File: config.mk
export PLATFORM = sky130hd
export DESIGN_NAME = mem_arbiter
export DESIGN_NICKNAME = d
export VERILOG_FILES = /design/src/rtl/mem_arbiter_pkg.sv /design/src/rtl/mem_arbiter.sv
export SDC_FILE = /design/constraint.sdc
export NUM_CORES = 1
export LEC_CHECK = 0
export CORE_AREA = 2 2 285 287
export DETAILED_ROUTE_END_ITERATION = 6
export DIE_AREA = 0 0 287 289
export PLACE_DENSITY = 0.44
export SLEW_MARGIN = 30
export SYNTH_ARGS = -nofsm -noshare
export SYNTH_HDL_FRONTEND = slang
export SYNTH_SLANG_ARGS = --single-unit
File: constraint.sdc
create_clock -name clk -period 2.13 [get_ports clk]
set_clock_uncertainty 0.05 [all_clocks]
set_input_delay 0.426 -clock clk [delete_from_list [all_inputs] [get_ports clk]]
set_output_delay 0.426 -clock clk [all_outputs]
set_load 0.1 [all_outputs]
File: src/rtl/mem_arbiter_pkg.sv
// -----------------------------------------------------------------------------
// mem_arbiter_pkg
//   Shared definitions for the two-client block memory arbiter and the caches
//   that sit on either side of it.
//   - ADDR_W_DEF / DATA_W_DEF : default block address / block data widths
//   - arb_state_t             : arbiter state encoding
// -----------------------------------------------------------------------------
package mem_arbiter_pkg;

  localparam int ADDR_W_DEF = 28;   // block address (word address >> 2)
  localparam int DATA_W_DEF = 128;  // 4 x 32-bit words per block

  typedef enum logic [1:0] {
    S_IDLE   = 2'd0,
    S_BUSY_I = 2'd1,
    S_BUSY_D = 2'd2,
    S_GAP    = 2'd3
  } arb_state_t;

endpackage

File: src/rtl/mem_arbiter.sv
// -----------------------------------------------------------------------------
// mem_arbiter
//   Merges the I-cache and D-cache block ports onto one 128-bit memory port.
//   Round-robin grant, registered memory command held until mem_ready, and a
//   single idle turnaround cycle between transactions.
//
// Ports
//   clk, proc_reset              : clock, synchronous active-high reset
//   i_mem_read / i_mem_addr      : I-cache read request (held until ready)
//   i_mem_rdata / i_mem_ready    : I-cache read data / completion pulse
//   d_mem_read / d_mem_write     : D-cache request (held until ready)
//   d_mem_addr / d_mem_wdata     : D-cache address / write data
//   d_mem_rdata / d_mem_ready    : D-cache read data / completion pulse
//   mem_read / mem_write         : registered command to memory
//   mem_addr / mem_wdata         : registered address / write data to memory
//   mem_rdata / mem_ready        : memory read data / completion pulse
// -----------------------------------------------------------------------------
module mem_arbiter
  import mem_arbiter_pkg::*;
#(
  parameter int ADDR_W = ADDR_W_DEF,
  parameter int DATA_W = DATA_W_DEF
) (
  input  logic              clk,
  input  logic              proc_reset,
  // I-cache side
  input  logic              i_mem_read,
  input  logic [ADDR_W-1:0] i_mem_addr,
  output logic [DATA_W-1:0] i_mem_rdata,
  output logic              i_mem_ready,
  // D-cache side
  input  logic              d_mem_read,
  input  logic              d_mem_write,
  input  logic [ADDR_W-1:0] d_mem_addr,
  input  logic [DATA_W-1:0] d_mem_wdata,
  output logic [DATA_W-1:0] d_mem_rdata,
  output logic              d_mem_ready,
  // Memory side
  output logic              mem_read,
  output logic              mem_write,
  output logic [ADDR_W-1:0] mem_addr,
  output logic [DATA_W-1:0] mem_wdata,
  input  logic [DATA_W-1:0] mem_rdata,
  input  logic              mem_ready
);

  arb_state_t        r_state;
  logic              r_last_d;
  logic              r_mem_read;
  logic              r_mem_write;
  logic [ADDR_W-1:0] r_mem_addr;
  logic [DATA_W-1:0] r_mem_wdata;

  logic w_i_req;
  logic w_d_req;
  logic w_grant_d;

  // D wins when it is the only requester, or on a tie when I had the last grant.
  function automatic logic pick_d(input logic i_req, input logic d_req,
                                  input logic last_d);
    return d_req && (!i_req || !last_d);
  endfunction

  assign w_i_req   = i_mem_read;
  assign w_d_req   = d_mem_read || d_mem_write;
  assign w_grant_d = pick_d(w_i_req, w_d_req, r_last_d);

  // Read data is broadcast; each client qualifies it with its own ready.
  assign i_mem_rdata = mem_rdata;
  assign d_mem_rdata = mem_rdata;

  // Zero-latency completion: mem_ready is forwarded only to the owner of the
  // in-flight transaction, and suppressed while reset is asserted.
  assign i_mem_ready = !proc_reset && (r_state == S_BUSY_I) && mem_ready;
  assign d_mem_ready = !proc_reset && (r_state == S_BUSY_D) && mem_ready;

  assign mem_read  = r_mem_read;
  assign mem_write = r_mem_write;
  assign mem_addr  = r_mem_addr;
  assign mem_wdata = r_mem_wdata;

  // NOTE: state is updated with non-blocking assignments only, so every read of
  // r_* in this block sees the pre-edge value regardless of statement order.
  always_ff @(posedge clk) begin
    if (proc_reset) begin
      r_state     <= S_IDLE;
      r_last_d    <= 1'b1;
      r_mem_read  <= 1'b0;
      r_mem_write <= 1'b0;
      r_mem_addr  <= '0;
      r_mem_wdata <= '0;
    end else begin
      case (r_state)
        S_IDLE: begin
          if (w_i_req || w_d_req) begin
            r_last_d <= w_grant_d;
            if (w_grant_d) begin
              r_state    <= S_BUSY_D;
              r_mem_addr <= d_mem_addr;
              // Read+write together is treated as a write.
              r_mem_write <= d_mem_write;
              r_mem_read  <= !d_mem_write;
              if (d_mem_write) begin
                r_mem_wdata <= d_mem_wdata;
              end
            end else begin
              r_state     <= S_BUSY_I;
              r_mem_addr  <= i_mem_addr;
              r_mem_read  <= 1'b1;
              r_mem_write <= 1'b0;
            end
          end
        end
        S_BUSY_I, S_BUSY_D: begin
          if (mem_ready) begin
            r_state     <= S_GAP;
            r_mem_read  <= 1'b0;
            r_mem_write <= 1'b0;
          end
        end
        S_GAP: begin
          r_state <= S_IDLE;
        end
        default: begin
          r_state <= S_IDLE;
        end
      endcase
    end
  end

endmodule
==> results <==
[power by group through the flow]
stage                     Combinational, mW  Clock, mW  Sequential [mW]
after floorplan                        4.76          0             8.08
after global placement                 9.49          0             4.03
after detailed placement               9.51          0             4.04
after CTS                              9.52       3.51             3.98
after global routing                   9.92       3.61             4.05
final                                  9.36       3.28             3.97
[routing by layer]
layer / vias to the layer above / global-route usage [%] / share of wire (%)
met5: - / 0.625 / 0.030
met1: 3419 / 8.48 / 39
met4: 2 / 7.06 / 7.4
li1: 3409 / - / -
met3: 131 / 4.17 / 12
met2: 462 / 11.0 / 42
[cell type report]
class                           count  area (um^2)
Tap cell                         1060         1330
Multi-Input combinational cell    526         2780
Inverter                            3         13.8
Antenna cell                        2         5.00
Timing Repair Buffer              381         3570
Sequential cell                   161         3220
Fill cell                        9137        68400
Clock inverter                     15          181
Clock buffer                       17          425
[final timing paths]
check / start / endpoint / slack, ns / depth (start not counted)
max reg2reg: r_state[0] / mem_wdata[25] / 0.45 / 6
min reg2reg: mem_wdata[21] / mem_wdata[21] / 0.42 / 2
max: r_state[0] / d_mem_ready / 0.13 / 4
min: proc_reset / mem_write / 0.16 / 2
[cell families after synthesis]
group,after synthesis
and+or+nand+nor,221
muxes,2
buffers and inverters,346
DFF,161
AOI/OAI and AO/OA,299
adders and majority gates,4
[through the flow]
| stage | worst slack [ns] | util [%] | hold slack [ns] | power, mW | instance area [um^2] |
|---|---|---|---|---|---|
| after floorplan | 0.0129 | - | 0.417 | 12.8 | 8270 |
| after global placement | -0.0126 | 13.7 | 0.411 | 13.5 | 10900 |
| after detailed placement | -0.0443 | 13.7 | 0.418 | 13.6 | 10900 |
| after CTS | 0.0513 | 14.4 | 0.126 | 17.0 | 11500 |
| after global routing | 0.0191 | 14.4 | 0.143 | 17.6 | 11500 |
| final | 0.127 | 14.4 | 0.160 | 16.6 | 11500 |
[worst max-delay path, stage by stage, from the launching register on]
cell and delay (ns):
dfxtp_1 0.36, inv_1 0.10, ha_1 0.21, and3b_1 0.20, buf_12 0.17
[registers in the layout, indices dropped and copies added (netlist names)]
signal / flops
r_state: 2
r_last_d: 1
mem_wdata: 128
mem_write: 1
mem_read: 1
mem_addr: 28
[Yosys cell counts (2+ instances only)]
cell	number	share of area, %
a311oi_1	28	3.0
a211o_1	2	0.21
mux2i_1	2	0.24
o21ai_0	131	7.9
a21oi_1	131	7.9
buf_4	257	23
nand3_1	128	7.7
nor2_1	28	1.3
nand2_1	57	2.6
nand3b_1	2	0.18
inv_1	2	0.091
clkbuf_1	57	2.6
ha_1	4	0.61
and3b_1	2	0.21
nor2b_1	2	0.15
buf_2	27	1.6
dfxtp_1	161	39
==> impl_metrics.toml <==
[pwr]
p_seq_share_pct = 23.9
power_density_mw_per_mm2 = 1440
combPwrFrac_pct = 56.4
peakVddDrop_mv = 0.853
p_leak_nw = 4.14
power.internal_mw = 7.52
switching_share_pct = 54.7
power.switching_mw = 9.09
p_clk_share_pct = 19.7

[clock_network]
cts_buffers = 17
cts_tree = "done"
cts_resized = 0
clk_latency_ns = 0.48
clock-sinks = 161
cts_setup_buffers = 0
ctsHoldBuffers = 0
cts_max_level = 4
cts_root_buffer = "clkbuf_16"
cts_buffer_depth = 2
path_clk_slew_ns = 0.08

[hold_path]
hp-class = "in2reg"

[detailed_routing]
drtPass1Iterations = 5
post_drt_wl_per_cell_um = 15.6
vias = 7423
drt-vias-per-instance = 3.43
wl_mm = 33.8
drt_iter0_drc = 277
drcViolationCount = 0
postRouteAntennaNets = 0

[global_route]
grt_pass1_wl_mm = 47.5
grt_max_degree = 97
overflow = 0
antenna_found_initial = 1
grt_use_total_pct = 7.85
grt_pass1_vias = 7329

[logic_synthesis]
ys_types = 29
ys_async_sr_fraction_pct = 0
synth-seq-cells = 161
yosys_most_used_dff = "dfxtp_1"
netlist_area_mm2 = 0.00827
avgSynthCellArea_um2 = 8.01
yosys_warnings = 0
synth_nets = 1355
synth_compound_area_share_pct = 19.9
seq_area_frac_synth_pct = 39.0
synth.area.mux_share_pct = 0.242
yosys.area_share.adder_pct = 0.605
synth_xor_area_share_pct = 0
synth_simple_gate_area_share_pct = 12.4
synth_edf_count = 0
synth_cells = 1033
synth_top_family_by_area = "buffers and inverters"

[placed_design]
io_buffers = 349
place.gp.congestion = 0.775
dpl.hpwl_mm = 24.9
place_inst = 2131

[sta]
finalHoldViolCount = 0
finalCritPeriodShare_pct = 94.1
finalSetupTns_ns = 0
tightest_slew_ns = 0.493
rsz0062_at_grt = "false"
setup_viol = 0
slew_violations = 0
max_freq_mhz = 499
period_needed_ns = 2.00
slew-limit-headroom_pct = 67.2

[setup_path]
crit_path_max_fanout = 3
cp.arrival_ns = 1.53
worstSetupPathType = "reg2out"
end_kind = "output pin"
start_kind = "register"
cp.required_ns = 1.65

[floorplan]
die_h_um = 289
core_region_area_mm2 = 0.0799
start_util_pct = 10.4
die_area_mm2 = 0.0829
ios = 734
rows = 104
die_w_um = 287

[job]
max-cap-violations = 0

[layout]
final_cell_mix = "clkdlybuf4s50_1, buf_4, dfxtp_1, o21ai_0, a21oi_1"
drive_above_1_share_pct = 21.1
nets = 1412
syn2layout_area_growth_pct = 39.4
layout_commonest_cell = "clkdlybuf4s50_1"
layout.cells.non_filler = 2165

[run_status]
run_status = "finished, final reports clean"
Power figures use the tool's default switching activity.
